$ cat src/rtl/mem_wb_stage.sv
`default_nettype none
// ============================================================================
// Module   : mem_wb_stage
// Purpose  : Memory-access / write-back pipeline stage. Accepts one
//            instruction per cycle from execute, runs a req/ack handshake
//            with the MMU for loads and stores, and drives the register-file
//            write port back to decode. Upstream is stalled while an access
//            is outstanding; unanswered accesses are aborted after
//            ACK_TIMEOUT cycles.
// Ports    : clk, reset (async, active-low)
//            upstream : valid_in, alu_result, store_data, addr_d_in, wb_en_in,
//                       read_mmu, write_mmu, byte_select_mmu, stall
//            MMU      : mem_req, mem_we, mem_byte, mem_addr, mem_wdata,
//                       mem_rdata, mem_ack
//            regfile  : wb_write, wb_addr_d, wb_data
//            status   : mem_error (one-cycle pulse)
// Revision : 1.0 - initial release
// ============================================================================
module mem_wb_stage #(
    parameter int unsigned ACK_TIMEOUT = 255
) (
    input  logic        clk,
    input  logic        reset,
    input  logic        valid_in,
    input  logic [31:0] alu_result,
    input  logic [31:0] store_data,
    input  logic [4:0]  addr_d_in,
    input  logic        wb_en_in,
    input  logic        read_mmu,
    input  logic        write_mmu,
    input  logic        byte_select_mmu,
    output logic        stall,
    output logic        mem_req,
    output logic        mem_we,
    output logic        mem_byte,
    output logic [31:0] mem_addr,
    output logic [31:0] mem_wdata,
    input  logic [31:0] mem_rdata,
    input  logic        mem_ack,
    output logic        wb_write,
    output logic [4:0]  wb_addr_d,
    output logic [31:0] wb_data,
    output logic        mem_error
);

    typedef enum logic [0:0] {
        IDLE     = 1'b0,
        WAIT_ACK = 1'b1
    } state_t;

    // Counter value at which an unanswered access is abandoned.
    localparam logic [7:0] TIMEOUT_LAST = 8'(ACK_TIMEOUT - 1);

    state_t      state_q;
    logic [7:0]  cnt_q;
    logic        mem_req_q;
    logic        mem_we_q;
    logic        mem_byte_q;
    logic [31:0] mem_addr_q;
    logic [31:0] mem_wdata_q;
    logic        ld_wb_q;      // outstanding load must write back on ack
    logic [4:0]  ld_addr_q;
    logic        wb_write_q;
    logic [4:0]  wb_addr_q;
    logic [31:0] wb_data_q;
    logic        mem_error_q;

    logic        w_stall;
    logic        w_accept;
    logic        w_is_mem;
    logic        w_bad;
    logic        w_wb_req;
    logic        w_ld_done_wb;
    logic        w_accept_nonmem_wb;
    logic [7:0]  w_lane;
    logic [31:0] w_ld_data;

    assign w_stall  = (state_q == WAIT_ACK) && !mem_ack;
    assign w_accept = valid_in && !w_stall;
    assign w_is_mem = read_mmu || write_mmu;
    // Simultaneous load+store is illegal; word accesses must be aligned.
    assign w_bad    = (read_mmu && write_mmu) ||
                      (w_is_mem && !byte_select_mmu && (alu_result[1:0] != 2'b00));
    assign w_wb_req = wb_en_in && (addr_d_in != 5'd0);

    assign w_ld_done_wb       = (state_q == WAIT_ACK) && mem_ack && !mem_we_q && ld_wb_q;
    assign w_accept_nonmem_wb = w_accept && !w_is_mem && !w_bad && w_wb_req;

    always_comb begin
        w_lane = mem_rdata[7:0];
        case (mem_addr_q[1:0])
            2'd0: w_lane = mem_rdata[7:0];
            2'd1: w_lane = mem_rdata[15:8];
            2'd2: w_lane = mem_rdata[23:16];
            2'd3: w_lane = mem_rdata[31:24];
            default: w_lane = mem_rdata[7:0];
        endcase
    end

    assign w_ld_data = mem_byte_q ? {{24{w_lane[7]}}, w_lane} : mem_rdata;

    always_ff @(posedge clk or negedge reset) begin
        if (!reset) begin
            state_q     <= IDLE;
            cnt_q       <= 8'd0;
            mem_req_q   <= 1'b0;
            mem_we_q    <= 1'b0;
            mem_byte_q  <= 1'b0;
            mem_addr_q  <= 32'd0;
            mem_wdata_q <= 32'd0;
            ld_wb_q     <= 1'b0;
            ld_addr_q   <= 5'd0;
            wb_write_q  <= 1'b0;
            wb_addr_q   <= 5'd0;
            wb_data_q   <= 32'd0;
            mem_error_q <= 1'b0;
        end else begin
            wb_write_q  <= 1'b0;
            mem_error_q <= 1'b0;

            if (state_q == WAIT_ACK) begin
                if (mem_ack) begin
                    mem_req_q <= 1'b0;
                    state_q   <= IDLE;
                    if (w_ld_done_wb) begin
                        wb_write_q <= 1'b1;
                        wb_addr_q  <= ld_addr_q;
                        wb_data_q  <= w_ld_data;
                    end
                end else if (cnt_q == TIMEOUT_LAST) begin
                    mem_req_q   <= 1'b0;
                    mem_error_q <= 1'b1;
                    state_q     <= IDLE;
                end else begin
                    cnt_q <= cnt_q + 8'd1;
                end
            end

            // Acceptance is evaluated after the ack handling so that an
            // instruction taken on the ack edge overrides the return to IDLE.
            if (w_accept) begin
                if (w_bad) begin
                    mem_error_q <= 1'b1;
                end else if (w_is_mem) begin
                    state_q     <= WAIT_ACK;
                    cnt_q       <= 8'd0;
                    mem_req_q   <= 1'b1;
                    mem_we_q    <= write_mmu;
                    mem_byte_q  <= byte_select_mmu;
                    mem_addr_q  <= alu_result;
                    mem_wdata_q <= byte_select_mmu ? {4{store_data[7:0]}} : store_data;
                    ld_wb_q     <= w_wb_req;
                    ld_addr_q   <= addr_d_in;
                end else if (w_wb_req && !w_ld_done_wb) begin
                    // A completing load owns the write port this cycle.
                    wb_write_q <= 1'b1;
                    wb_addr_q  <= addr_d_in;
                    wb_data_q  <= alu_result;
                end
            end
        end
    end

    // Upstream must never present a writing non-memory instruction on the
    // edge where a load write-back completes.
    a_no_wb_conflict: assert property (@(posedge clk) disable iff (!reset)
        !(w_ld_done_wb && w_accept_nonmem_wb));

    assign stall     = w_stall;
    assign mem_req   = mem_req_q;
    assign mem_we    = mem_we_q;
    assign mem_byte  = mem_byte_q;
    assign mem_addr  = mem_addr_q;
    assign mem_wdata = mem_wdata_q;
    assign wb_write  = wb_write_q;
    assign wb_addr_d = wb_addr_q;
    assign wb_data   = wb_data_q;
    assign mem_error = mem_error_q;

endmodule
`default_nettype wire

$ cat config.mk
export PLATFORM = sky130hd
export DESIGN_NAME = mem_wb_stage
export DESIGN_NICKNAME = d
export VERILOG_FILES = /design/src/rtl/mem_wb_stage.sv
export SDC_FILE = /design/constraint.sdc
export NUM_CORES = 1
export LEC_CHECK = 0
export CELL_PAD_IN_SITES_DETAIL_PLACEMENT = 1
export CELL_PAD_IN_SITES_GLOBAL_PLACEMENT = 2
export CORE_UTILIZATION = 28
export CTS_CLUSTER_DIAMETER = 150
export DETAILED_ROUTE_END_ITERATION = 10
export PLACE_DENSITY = 0.85
export SYNTH_ARGS = -nofsm -noshare
export SYNTH_HDL_FRONTEND = slang
export SYNTH_SLANG_ARGS = --single-unit
$ cat constraint.sdc
create_clock -name clk -period 4 [get_ports clk]
set_clock_uncertainty 0.2 [all_clocks]
set_input_delay 0.6 -clock clk [delete_from_list [all_inputs] [get_ports clk]]
set_output_delay 0.6 -clock clk [all_outputs]
set_load 0.05 [all_outputs]
Yosys cells after proc, flatten, opt, wreduce, memory -nomap -nowiden --
Cells that the tools add are included. W data, S select, Z words.
Storage, ports and cells: bits in registers 121, bits in latches 0, bits in writable memories 0, ROM bits 0, output and inout port bits 107, logic and storage cells 87, memories 0
Cells by class: add/subtract/negate cells 1, multiply operators 0, div/mod/pow operators 0, magnitude comparators 0, eq/ne operators 4, shift-type cells 0, mux-type cells 47, bitwise operators 1, reductions and logical operators 21
Operator list (number):
- $mux W32 | 9
- $mux W8 | 6
- $mux W5 | 7
- $pmux W8 S4 | 1
- $mux W1 | 24
- $logic_and A1 B1 Y1 | 10
- $add A8 B1 Y8 const B | 1
- $eq A8 B8 Y1 const B | 1
- $logic_not A1 Y1 | 5
- $reduce_bool A5 Y1 | 1
- $eq A2 B2 Y1 const B | 2
- $reduce_and A3 Y1 | 1
- $eq A2 B1 Y1 const B | 1
- $logic_not A2 Y1 | 1
- $logic_or A1 B1 Y1 | 2
- $reduce_bool A2 Y1 | 1
- $not A1 Y1 | 1

Logic depth before layout (Yosys ltp) --
Gate-level depths: netlist of the first run.
word-level depth 10, mapped depth 7, gate-level depth less buffers 6

Worst setup path after synthesis of the first run --
OpenSTA, ideal clock, no wires.
path type register to register, start point register mem_addr_q[0], in the netlist mem_addr[0], end point register wb_data_q[21], in the netlist wb_data[21], setup time 0.133 ns, arrival time 1.848 ns, required time 3.667 ns, setup slack 1.819 ns, cell stages (with the launch flop) 5, clock period less this slack 2.181 ns, path through dfrtp_1 > mux4_2 > a21oi_2 > buf_2 > a221oi_2
Between the ends: cells in the longest elaborated chain, start to end 10, elaborated cells on any way between the ends 13
Ends and longest elaborated chain:
- start, declared | line 59 | logic [31:0] mem_addr_q;
- start signal, assigned | line 150 | mem_addr_q <= alu_result;
- $eq A2 B2 Y1 (tied with other cells) | line 91 | case (mem_addr_q[1:0])
- $pmux W8 S4 (*) | line 91
- $mux W32 (*) | line 100 | assign w_ld_data = mem_byte_q ? {{24{w_lane[7]}}, w_lane} : mem_rdata;
- $mux W32 (*) | line 125 | if (w_ld_done_wb) begin
- $mux W32 (*) | line 122 | if (mem_ack) begin
- $mux W32 (*) | line 121 | if (state_q == WAIT_ACK) begin
- $mux W32 | line 154 | end else if (w_wb_req && !w_ld_done_wb) begin
- $mux W32 | line 144 | end else if (w_is_mem) begin
- $mux W32 | line 142 | if (w_bad) begin
- $mux W32 (*) | line 141 | if (w_accept) begin
- end signal, assigned | line 128 | wb_data_q <= w_ld_data;
- end signal, assigned | line 158 | wb_data_q <= alu_result;
- end, declared | line 65 | logic [31:0] wb_data_q;
Mark *: on every way between the ends. The rest lies on a longest branch, timed or not. A chain may end at the register's enable or synchronous reset.

Worst setup path in the final report of the first run --
start point input port mem_ack, end point output port stall
Between the ends: cells in the longest elaborated chain, start to end 2
Ends and longest elaborated chain:
- start, declared | line 39 | input logic mem_ack,
- $logic_not A1 Y1 | line 78 | assign w_stall = (state_q == WAIT_ACK) && !mem_ack;
- $logic_and A1 B1 Y1 | line 78
- end, declared | line 32 | output logic stall,
No other way between the ends.

==> impl_metrics.env, run 1 <==
export IMPL_synth_nets=712
export IMPL_synth_edff_count=0
export IMPL_rsz0062_at_grt="no"
export IMPL_die_w_um=144
export IMPL_ir_drop_mv=0.292
export IMPL_period_share=0.783
export IMPL_critical_path_slowest_cell="clkdlybuf4s50_1"
export IMPL_outcome="finished, final reports clean"
export IMPL_r2r_slack_ns=1.51
export IMPL_place_congestion=0.814
export IMPL_cts_resized=0
export IMPL_yosys_area_top_type_share=0.533
export IMPL_yosys_area_top_type="dfrtp_1"
export IMPL_crit_fanout=9
export IMPL_place_area_um2=8050
export IMPL_cts_buffer_depth=2
export IMPL_cts_buffers=17
export IMPL_ys_types=41
export IMPL_core_um2=19700
export IMPL_hold_viol_final=0
export IMPL_maxCapViolCount=0
export IMPL_grt_pass1_vias=5895
export IMPL_drt_vias_per_instance=4.95
export IMPL_cts_hold_buf=0
export IMPL_yosys_warnings=0
export IMPL_cts_root_buf="clkbuf_16"
export IMPL_maxSlewHeadroom=0.441
export IMPL_seq_area_frac_synth=0.533
export IMPL_layout_drive_gt1_share=0.0810
export IMPL_design_area_um2=8680
export IMPL_dp_hpwl_mm=15.6
export IMPL_fmax_ghz=0.319
export IMPL_cp_end_kind="output pin"
export IMPL_setup_viol_count_final=0
export IMPL_critPathMaxStageDelay_ns=0.84
export IMPL_utilization=0.442
export IMPL_crit_top_cell="clkdlybuf4s50_1"
export IMPL_clock_sinks=121
export IMPL_pin_count=216
export IMPL_start_util=0.289
export IMPL_fin_hold_ws_ns=0.0380
export IMPL_drcViolationCount=0
export IMPL_cp_start_kind="input pin"
export IMPL_totalWireLength_mm=21.1
export IMPL_power_per_cell_area_nw_per_um2=726
export IMPL_finalMaxSlewViolations=0
export IMPL_worst_ep_arrival_time_ns=2.33
export IMPL_hp_class="in2async"
export IMPL_grt_total_usage=0.212
export IMPL_final_common_cell="clkdlybuf4s50_1"
export IMPL_fin_nets=913
export IMPL_synthesis_area_um2=5680
export IMPL_cp_required_ns=3.20
export IMPL_final_cell_mix="clkdlybuf4s50_1, nand2_1, dfrtp_1"
export IMPL_crit_buf_inv=3
export IMPL_synthCells=601
export IMPL_diodes=0
export IMPL_r2r_cells=4
export IMPL_leakagePower_nw=3.80
export IMPL_crit_chain="clkdlybuf4s50_1, nand2b_1, inv_2, clkdlybuf4s50_1"
export IMPL_regArea_um2=3030
export IMPL_path_clk_slew_ns=0.05
export IMPL_insertion_delay_ns=0.42
export IMPL_multi_input_area_um2=2400
export IMPL_drtPass1Iterations=5
export IMPL_timing_rr_start="mem_addr[0]"
export IMPL_period_needed_ns=3.13
export IMPL_syn_avg_cell_area_um2=9.45
export IMPL_critPathTopFamily="buffers and inverters"
export IMPL_vias=5345
export IMPL_die_area_um2=20800
export IMPL_rows=51
export IMPL_fp_dieH_um=144
export IMPL_cts_max_level=4
export IMPL_rr_endpoint="wb_data[13]"
export IMPL_ant_nets=0
export IMPL_areaGrowthSynthToFinish_pct=52.9
export IMPL_gr_total_overflow=0
export IMPL_antenna_found_initial=0
export IMPL_drt_initial_drc_count=185
export IMPL_synthTopCellsByArea="dfrtp_1, nand2_1, mux2i_1, a221oi_2, nor3_1"
export IMPL_grt_pass1_wl_mm=33.0
export IMPL_tightest_slew_ns=0.838
export IMPL_port_buffers=215
export IMPL_grt_max_degree=67
export IMPL_routedWlPerCell_um=19.5
export IMPL_synth_seq_cells=121
export IMPL_fillers=2263
export IMPL_async_flop_share=1.00
export IMPL_cts_tree="built"
export IMPL_synth_ff_type="dfrtp_1"
export IMPL_final_setup_tns_ns=0
export IMPL_critPathKind="in2out"
export IMPL_postCtsSetupBuffers=0
[report_power, final]
part / switching [mW] / internal [mW] / leakage, nW
clock: 0.559 / 1.11 / 0.307
sequential: 0.251 / 1.59 / 1.47
combinational: 1.82 / 0.976 / 2.02
[worst reg2reg max path, stage by stage, from the launching register on]
cell      delay (ns)
dfrtp_1         0.72
mux4_2          0.62
a21oi_4         0.33
buf_4           0.37
a221oi_1        0.12
[stage by stage]
stage,total power [mW],std cells,worst slack [ns]
finish,6.30,1080,0.866
global route,6.59,1080,0.795
floorplan,3.59,601,1.82
global placement,4.61,1048,0.903
CTS,6.37,1080,0.865
detailed placement,4.68,1048,0.872
[worst max-delay path by stage]
stage	from	to	depth (start not counted)
CTS	mem_ack	stall	4
detailed placement	mem_ack	stall	4
finish	mem_ack	stall	4
global route	mem_ack	stall	4
global placement	mem_ack	stall	4
floorplan	mem_addr[0]	wb_data[21]	4
[cells in the mapped netlist (5+ instances only)]
library cell / instances
a221oi_2: 17
nor2_1: 30
a221oi_1: 8
o221ai_1: 7
o21ai_1: 26
dfrtp_1: 121
mux2i_1: 31
nand2_1: 213
a21oi_1: 6
nand4_1: 6
buf_2: 18
clkbuf_1: 18
nor3_1: 37
xor2_1: 6
buf_6: 5
a2bb2oi_1: 7
a31oi_1: 12
[metal layers]
layer  wire length [µm]  GRT usage  share of wire
met5                  0          0              0
met4                533     0.0842          0.025
met3               1810     0.0702          0.086
met2               9890      0.354           0.47
met1               8820      0.250           0.42
[final cells by class]
cell class                      count  area share
Inverter                            3     0.00130
Sequential cell                   121       0.349
Clock buffer                       25      0.0571
Clock inverter                      7      0.0159
Tap cell                          265      0.0382
Multi-Input combinational cell    431       0.277
Timing Repair Buffer              228       0.262
[kinds of logic after synthesis]
| logic type | Yosys count | synth area share |
|---|---|---|
| DFF | 121 | 0.533 |
| adders and majority gates | 2 | 0.00441 |
| buffers and inverters | 49 | 0.0463 |
| AOI/OAI and AO/OA | 90 | 0.129 |
| muxes | 32 | 0.0586 |
| xor gates and xnor gates | 8 | 0.0123 |
| and+or+nand+nor | 299 | 0.216 |
[sequential cells by signal, summed over array words and instances, names as in the netlist]
name and cells:
wb_data 32, ld_wb_q 1, wb_addr_d 5, mem_we 1, mem_byte 1, state_q 1, mem_error 1, mem_wdata 32
wb_write 1, mem_req 1, ld_addr_q 5, mem_addr 32, cnt_q 8
Power figures use the tool's default switching activity.
==> run 2: changes to the inputs <==
- CORE_UTILIZATION: 28 -> 26
- PLACE_DENSITY: 0.85 -> 0.79
- clock period: 4 -> 3.25 ns (I/O delays scaled with it)
==> run 2 against run 1 <==
Against the previous run: setup slack worse by 0.24 ns; critical endpoint is now mem_addr[1]; routed wire length is 1.8% higher; the flow now finishes with violations (hold timing); critical path type is now reg2out; largest power group unchanged; via count is 0.80% higher; critical path depth is 3 lower; sequential cell count stayed put; highest routed layer unchanged; non-clock buffer count is 1 higher; core utilization is 2.9 points lower; design area is 0.91% higher; sequential power is 22% higher.
==> impl_metrics.env, run 2 (synthesis results as in run 1) <==
export IMPL_r2r_cells=5
export IMPL_cp_end_kind="output pin"
export IMPL_pin_count=216
export IMPL_layout_cells_non_filler=1091
export IMPL_final_setup_tns_ns=0
export IMPL_maxSlewHeadroom=0.533
export IMPL_period_needed_ns=2.62
export IMPL_crit_buf_inv=1
export IMPL_hp_class="in2async"
export IMPL_path_clk_slew_ns=0.06
export IMPL_tightest_slew_ns=0.701
export IMPL_ir_drop_mv=0.397
export IMPL_die_w_um=150
export IMPL_cp_required_ns=2.56
export IMPL_areaGrowthSynthToFinish_pct=54.3
export IMPL_worst_ep_arrival_time_ns=1.94
export IMPL_regArea_um2=3030
export IMPL_grt_pass1_wl_mm=33.3
export IMPL_cp_start_kind="flip-flop"
export IMPL_failed_checks="hold timing"
export IMPL_layout_drive_gt1_share=0.0870
export IMPL_cts_hold_buf=0
export IMPL_critPathMaxStageDelay_ns=0.90
export IMPL_crit_chain="clkdlybuf4s50_1"
export IMPL_period_share=0.807
export IMPL_routedWlPerCell_um=19.6
export IMPL_finalMaxSlewViolations=0
export IMPL_postCtsSetupBuffers=0
export IMPL_drtPass1Iterations=4
export IMPL_dp_cells=1059
export IMPL_insertion_delay_ns=0.42
export IMPL_multi_input_area_um2=2400
export IMPL_timing_rr_start="mem_addr[0]"
export IMPL_cts_resized=0
export IMPL_cts_tree="built"
export IMPL_core_um2=21200
export IMPL_drcViolationCount=0
export IMPL_rows=53
export IMPL_hold_viol_final=19
export IMPL_setup_ws_ns=0.627
export IMPL_port_buffers=215
export IMPL_antenna_found_initial=0
export IMPL_maxCapViolCount=0
export IMPL_cts_buffer_depth=2
export IMPL_ant_nets=0
export IMPL_vias=5388
export IMPL_fmax_ghz=0.381
export IMPL_r2r_slack_ns=0.99
export IMPL_drt_initial_drc_count=214
export IMPL_crit_fanout=12
export IMPL_crit_start="mem_addr[1]"
export IMPL_power_per_cell_area_nw_per_um2=908
export IMPL_die_area_um2=22400
export IMPL_start_util=0.268
export IMPL_totalWireLength_mm=21.4
export IMPL_diodes=0
export IMPL_critPathTopFamily="buffers and inverters"
export IMPL_place_congestion=0.812
export IMPL_fp_dieH_um=150
export IMPL_cts_root_buf="clkbuf_16"
export IMPL_rsz0062_at_grt="no"
export IMPL_grt_total_usage=0.196
export IMPL_grt_pass1_vias=5949
export IMPL_clock_sinks=121
export IMPL_rr_endpoint="wb_data[13]"
export IMPL_final_cell_mix="nand2_1, clkdlybuf4s50_1, dfrtp_1"
export IMPL_outcome="finished, violations left"
export IMPL_setup_viol_count_final=0
export IMPL_worstSetupEndpoint="mem_addr[1]"
export IMPL_critical_path_slowest_cell="clkdlybuf4s50_1"
export IMPL_utilization=0.413
export IMPL_critPathKind="reg2out"
export IMPL_gr_total_overflow=0
export IMPL_grt_max_degree=122
export IMPL_fin_nets=914
export IMPL_drt_vias_per_instance=4.94
export IMPL_dpl_worst_slack_ns=0.460
export IMPL_fillers=2374
export IMPL_crit_cells=1
export IMPL_dp_hpwl_mm=15.5
export IMPL_cts_buffers=17
export IMPL_cts_max_level=4
export IMPL_leakagePower_nw=3.83
export IMPL_fin_hold_ws_ns=-0.0475
[run 2: per-layer routing]
metal  vias to the layer above  global-route usage  routed length, µm
met5                         -                   0                  0
met4                         0              0.0621                458
met3                        35              0.0628               1740
met2                       215               0.326              10100
met1                      2680               0.239               9110
li1                       2458                   -                  -
[run 2: where the power goes]
part           switching (mW)  leakage (nW)  internal [mW]
Combinational            2.28          2.04           1.21
Sequential              0.293          1.47           1.95
Clock                   0.749         0.325           1.47
[run 2: worst min-delay path by stage]
stage	from	end	slack (ns)	cells past startpoint
global route	reset	mem_addr[29]	0.005	2
detailed placement	mem_addr[17]	mem_addr[17]	0.26	2
floorplan	reset	cnt_q[0]	-0.008	0
finish	reset	mem_addr[29]	-0.05	2
CTS	reset	mem_addr[29]	0.01	2
global placement	mem_addr[25]	mem_addr[25]	0.26	2
[run 2: worst reg2reg max path, delay by kind of cell (launching register included)]
| family | cells | cell delay (ns) |
|---|---|---|
| muxes | 1 | 0.59 |
| DFF | 1 | 0.32 |
| AOI/OAI and AO/OA | 2 | 0.56 |
| buffers and inverters | 2 | 0.46 |
[run 2: through the flow]
stage | cell area [µm²] | power, mW | hold WS (ns)
after CTS | 8760 | 8.02 | 0.00999
final | 8760 | 7.95 | -0.0475
after floorplan | 5680 | 4.42 | -0.00809
after detailed placement | 8080 | 5.78 | 0.263
after global routing | 8760 | 8.30 | 0.00541
after global placement | 8080 | 5.69 | 0.257
[run 2: cell type report]
type,count,share of cell area
flip-flops and latches,121,0.346
multi-input cells,431,0.274
repair buffers,229,0.261
clock buffers,19,0.0506
well taps,275,0.0393
clock inverters,13,0.0273
inverters,3,0.00129
==> run 3: changes to the inputs <==
- clock period: 3.25 -> 2.7 ns (I/O delays scaled with it)
==> run 3 against run 2 <==
Against the previous run: the flow now finishes without violations; via count decreased by 0.65%; worst hold slack improved by 0.32 ns; sequential share of layout area decreased by 0.30 points; clock power increased by 12%; sequential power increased by 20%; core utilization increased by 0.36 points; power increased by 18%; global-route usage about the same; first-iteration DRC count increased by 26%; critical path depth unchanged; combinational power increased by 21%; largest cell class unchanged; highest routed layer unchanged.
==> impl_metrics.env, run 3 (synthesis results as in run 1) <==
export IMPL_antenna_found_initial=0
export IMPL_areaGrowthSynthToFinish_pct=55.6
export IMPL_finalMaxSlewViolations=0
export IMPL_fin_nets=919
export IMPL_final_setup_tns_ns=0
export IMPL_dpl_worst_slack_ns=0.0636
export IMPL_core_um2=21200
export IMPL_layout_drive_gt1_share=0.0938
export IMPL_cp_required_ns=2.10
export IMPL_maxSlewHeadroom=0.557
export IMPL_rsz0062_at_grt="no"
export IMPL_place_congestion=0.756
export IMPL_timing_rr_start="state_q"
export IMPL_rr_endpoint="wb_data[12]"
export IMPL_diodes=0
export IMPL_cp_start_kind="flip-flop"
export IMPL_p_int_mw=5.43
export IMPL_cts_tree="built"
export IMPL_cts_buffers=17
export IMPL_routedWlPerCell_um=19.6
export IMPL_grt_max_degree=81
export IMPL_r2r_slack_ns=0.74
export IMPL_crit_cells=1
export IMPL_seq_power_share=0.286
export IMPL_fp_dieH_um=150
export IMPL_p_clk_frac=0.265
export IMPL_dp_cells=1063
export IMPL_drcViolationCount=0
export IMPL_gr_total_overflow=0
export IMPL_insertion_delay_ns=0.41
export IMPL_dp_hpwl_mm=15.8
export IMPL_final_cell_mix="nand2_1, clkdlybuf4s50_1, dfrtp_1"
export IMPL_start_util=0.268
export IMPL_layout_cells_non_filler=1096
export IMPL_crit_chain="clkdlybuf4s50_1"
export IMPL_hold_viol_final=0
export IMPL_crit_buf_inv=1
export IMPL_drt_vias_per_instance=4.88
export IMPL_port_buffers=215
export IMPL_r2r_cells=5
export IMPL_clock_sinks=121
export IMPL_outcome="finished, final reports clean"
export IMPL_ir_drop_mv=0.438
export IMPL_holdCritStartpoint="mem_addr[2]"
export IMPL_grt_total_usage=0.196
export IMPL_whs_endpoint="mem_addr[2]"
export IMPL_critPathMaxStageDelay_ns=0.89
export IMPL_path_clk_slew_ns=0.05
export IMPL_maxCapViolCount=0
export IMPL_cp_end_kind="output pin"
export IMPL_grt_pass1_wl_mm=33.0
export IMPL_drtPass1Iterations=5
export IMPL_fillers=2394
export IMPL_fmax_ghz=0.432
export IMPL_setup_ws_ns=0.383
export IMPL_cts_root_buf="clkbuf_16"
export IMPL_leakagePower_nw=3.86
export IMPL_die_w_um=150
export IMPL_crit_fanout=3
export IMPL_setup_viol_count_final=0
export IMPL_critPathTopFamily="buffers and inverters"
export IMPL_grt_pass1_vias=5804
export IMPL_switching_share=0.423
export IMPL_period_needed_ns=2.32
export IMPL_pin_count=216
export IMPL_critical_path_slowest_cell="clkdlybuf4s50_1"
export IMPL_regArea_um2=3030
export IMPL_tightest_slew_ns=0.664
export IMPL_cts_max_level=4
export IMPL_vias=5353
export IMPL_power_mw=9.41
export IMPL_critPathKind="reg2out"
export IMPL_hp_class="reg2reg"
export IMPL_period_share=0.858
export IMPL_drt_initial_drc_count=269
export IMPL_cts_resized=0
export IMPL_cts_buffer_depth=2
export IMPL_final_common_cell="nand2_1"
export IMPL_die_area_um2=22400
export IMPL_worst_ep_arrival_time_ns=1.71
export IMPL_pwr_share_comb=0.449
export IMPL_hold_depth=2
export IMPL_ant_nets=0
export IMPL_power_per_cell_area_nw_per_um2=1070
export IMPL_switchingPower_mw=3.98
export IMPL_totalWireLength_mm=21.5
export IMPL_rows=53
export IMPL_multi_input_area_um2=2400
[run 3: cell types whose count changed in the layout (fill, tap and decap cells not counted), moves of 2 or more]
cell / change
buf_12: +6
bufinv_16: -2
inv_6: -2
clkinv_4: +3
[run 3: metrics by stage]
step                 util  area (µm²)  hold slack [ns]
floorplan               -        5680          -0.0906
CTS                 0.416        8830            0.276
finish              0.416        8830            0.270
detailed placement  0.385        8180            0.261
global placement    0.385        8180            0.257
global route        0.416        8830            0.302
[run 3: tightest hold or removal path, stage by stage, from the launching register on]
cell and delay [ns]:
dfrtp_1 0.34, nand2_1 0.05, nand2_1 0.05
[run 3: what timing repair did]
item | in CTS | in global routing
setup buffers | 0 | 0
endpoints found under the hold margin | 44 | 0
hold buffers | 1 | 0
[run 3: area by class of cell]
type                    instances  area share
flip-flops and latches        121       0.343
well taps                     275      0.0390
clock buffers                  19      0.0513
inverters                       3     0.00127
clock inverters                13      0.0218
multi-input cells             431       0.272
repair buffers                234       0.272
[run 3: worst max-delay path by stage]
stage | endpoint | slack [ns] | from
after detailed placement | wb_data[5] | 0.06 | addr_d_in[1]
after CTS | mem_byte | 0.37 | mem_byte
after floorplan | wb_data[21] | 0.52 | mem_addr[0]
after global routing | mem_byte | 0.34 | mem_byte
final | mem_byte | 0.38 | mem_byte
after global placement | wb_data[7] | 0.15 | addr_d_in[1]
[run 3: power groups by stage]
stage / clock (mW) / sequential (mW) / combinational [mW]
floorplan: 0 / 4.42 / 0.908
global placement: 0 / 2.69 / 4.17
detailed placement: 0 / 2.72 / 4.24
CTS: 2.54 / 2.70 / 4.25
global route: 2.61 / 2.77 / 4.44
finish: 2.49 / 2.70 / 4.22
[run 3: metal layers]
metal | track usage | wire [µm] | part of all wire | vias to the layer above
met5 | 0 | 0 | 0 | -
met4 | 0.0606 | 370 | 0.017 | 0
met3 | 0.0570 | 1720 | 0.080 | 26
met2 | 0.326 | 10100 | 0.47 | 214
met1 | 0.244 | 9240 | 0.43 | 2641
li1 | - | - | - | 2472
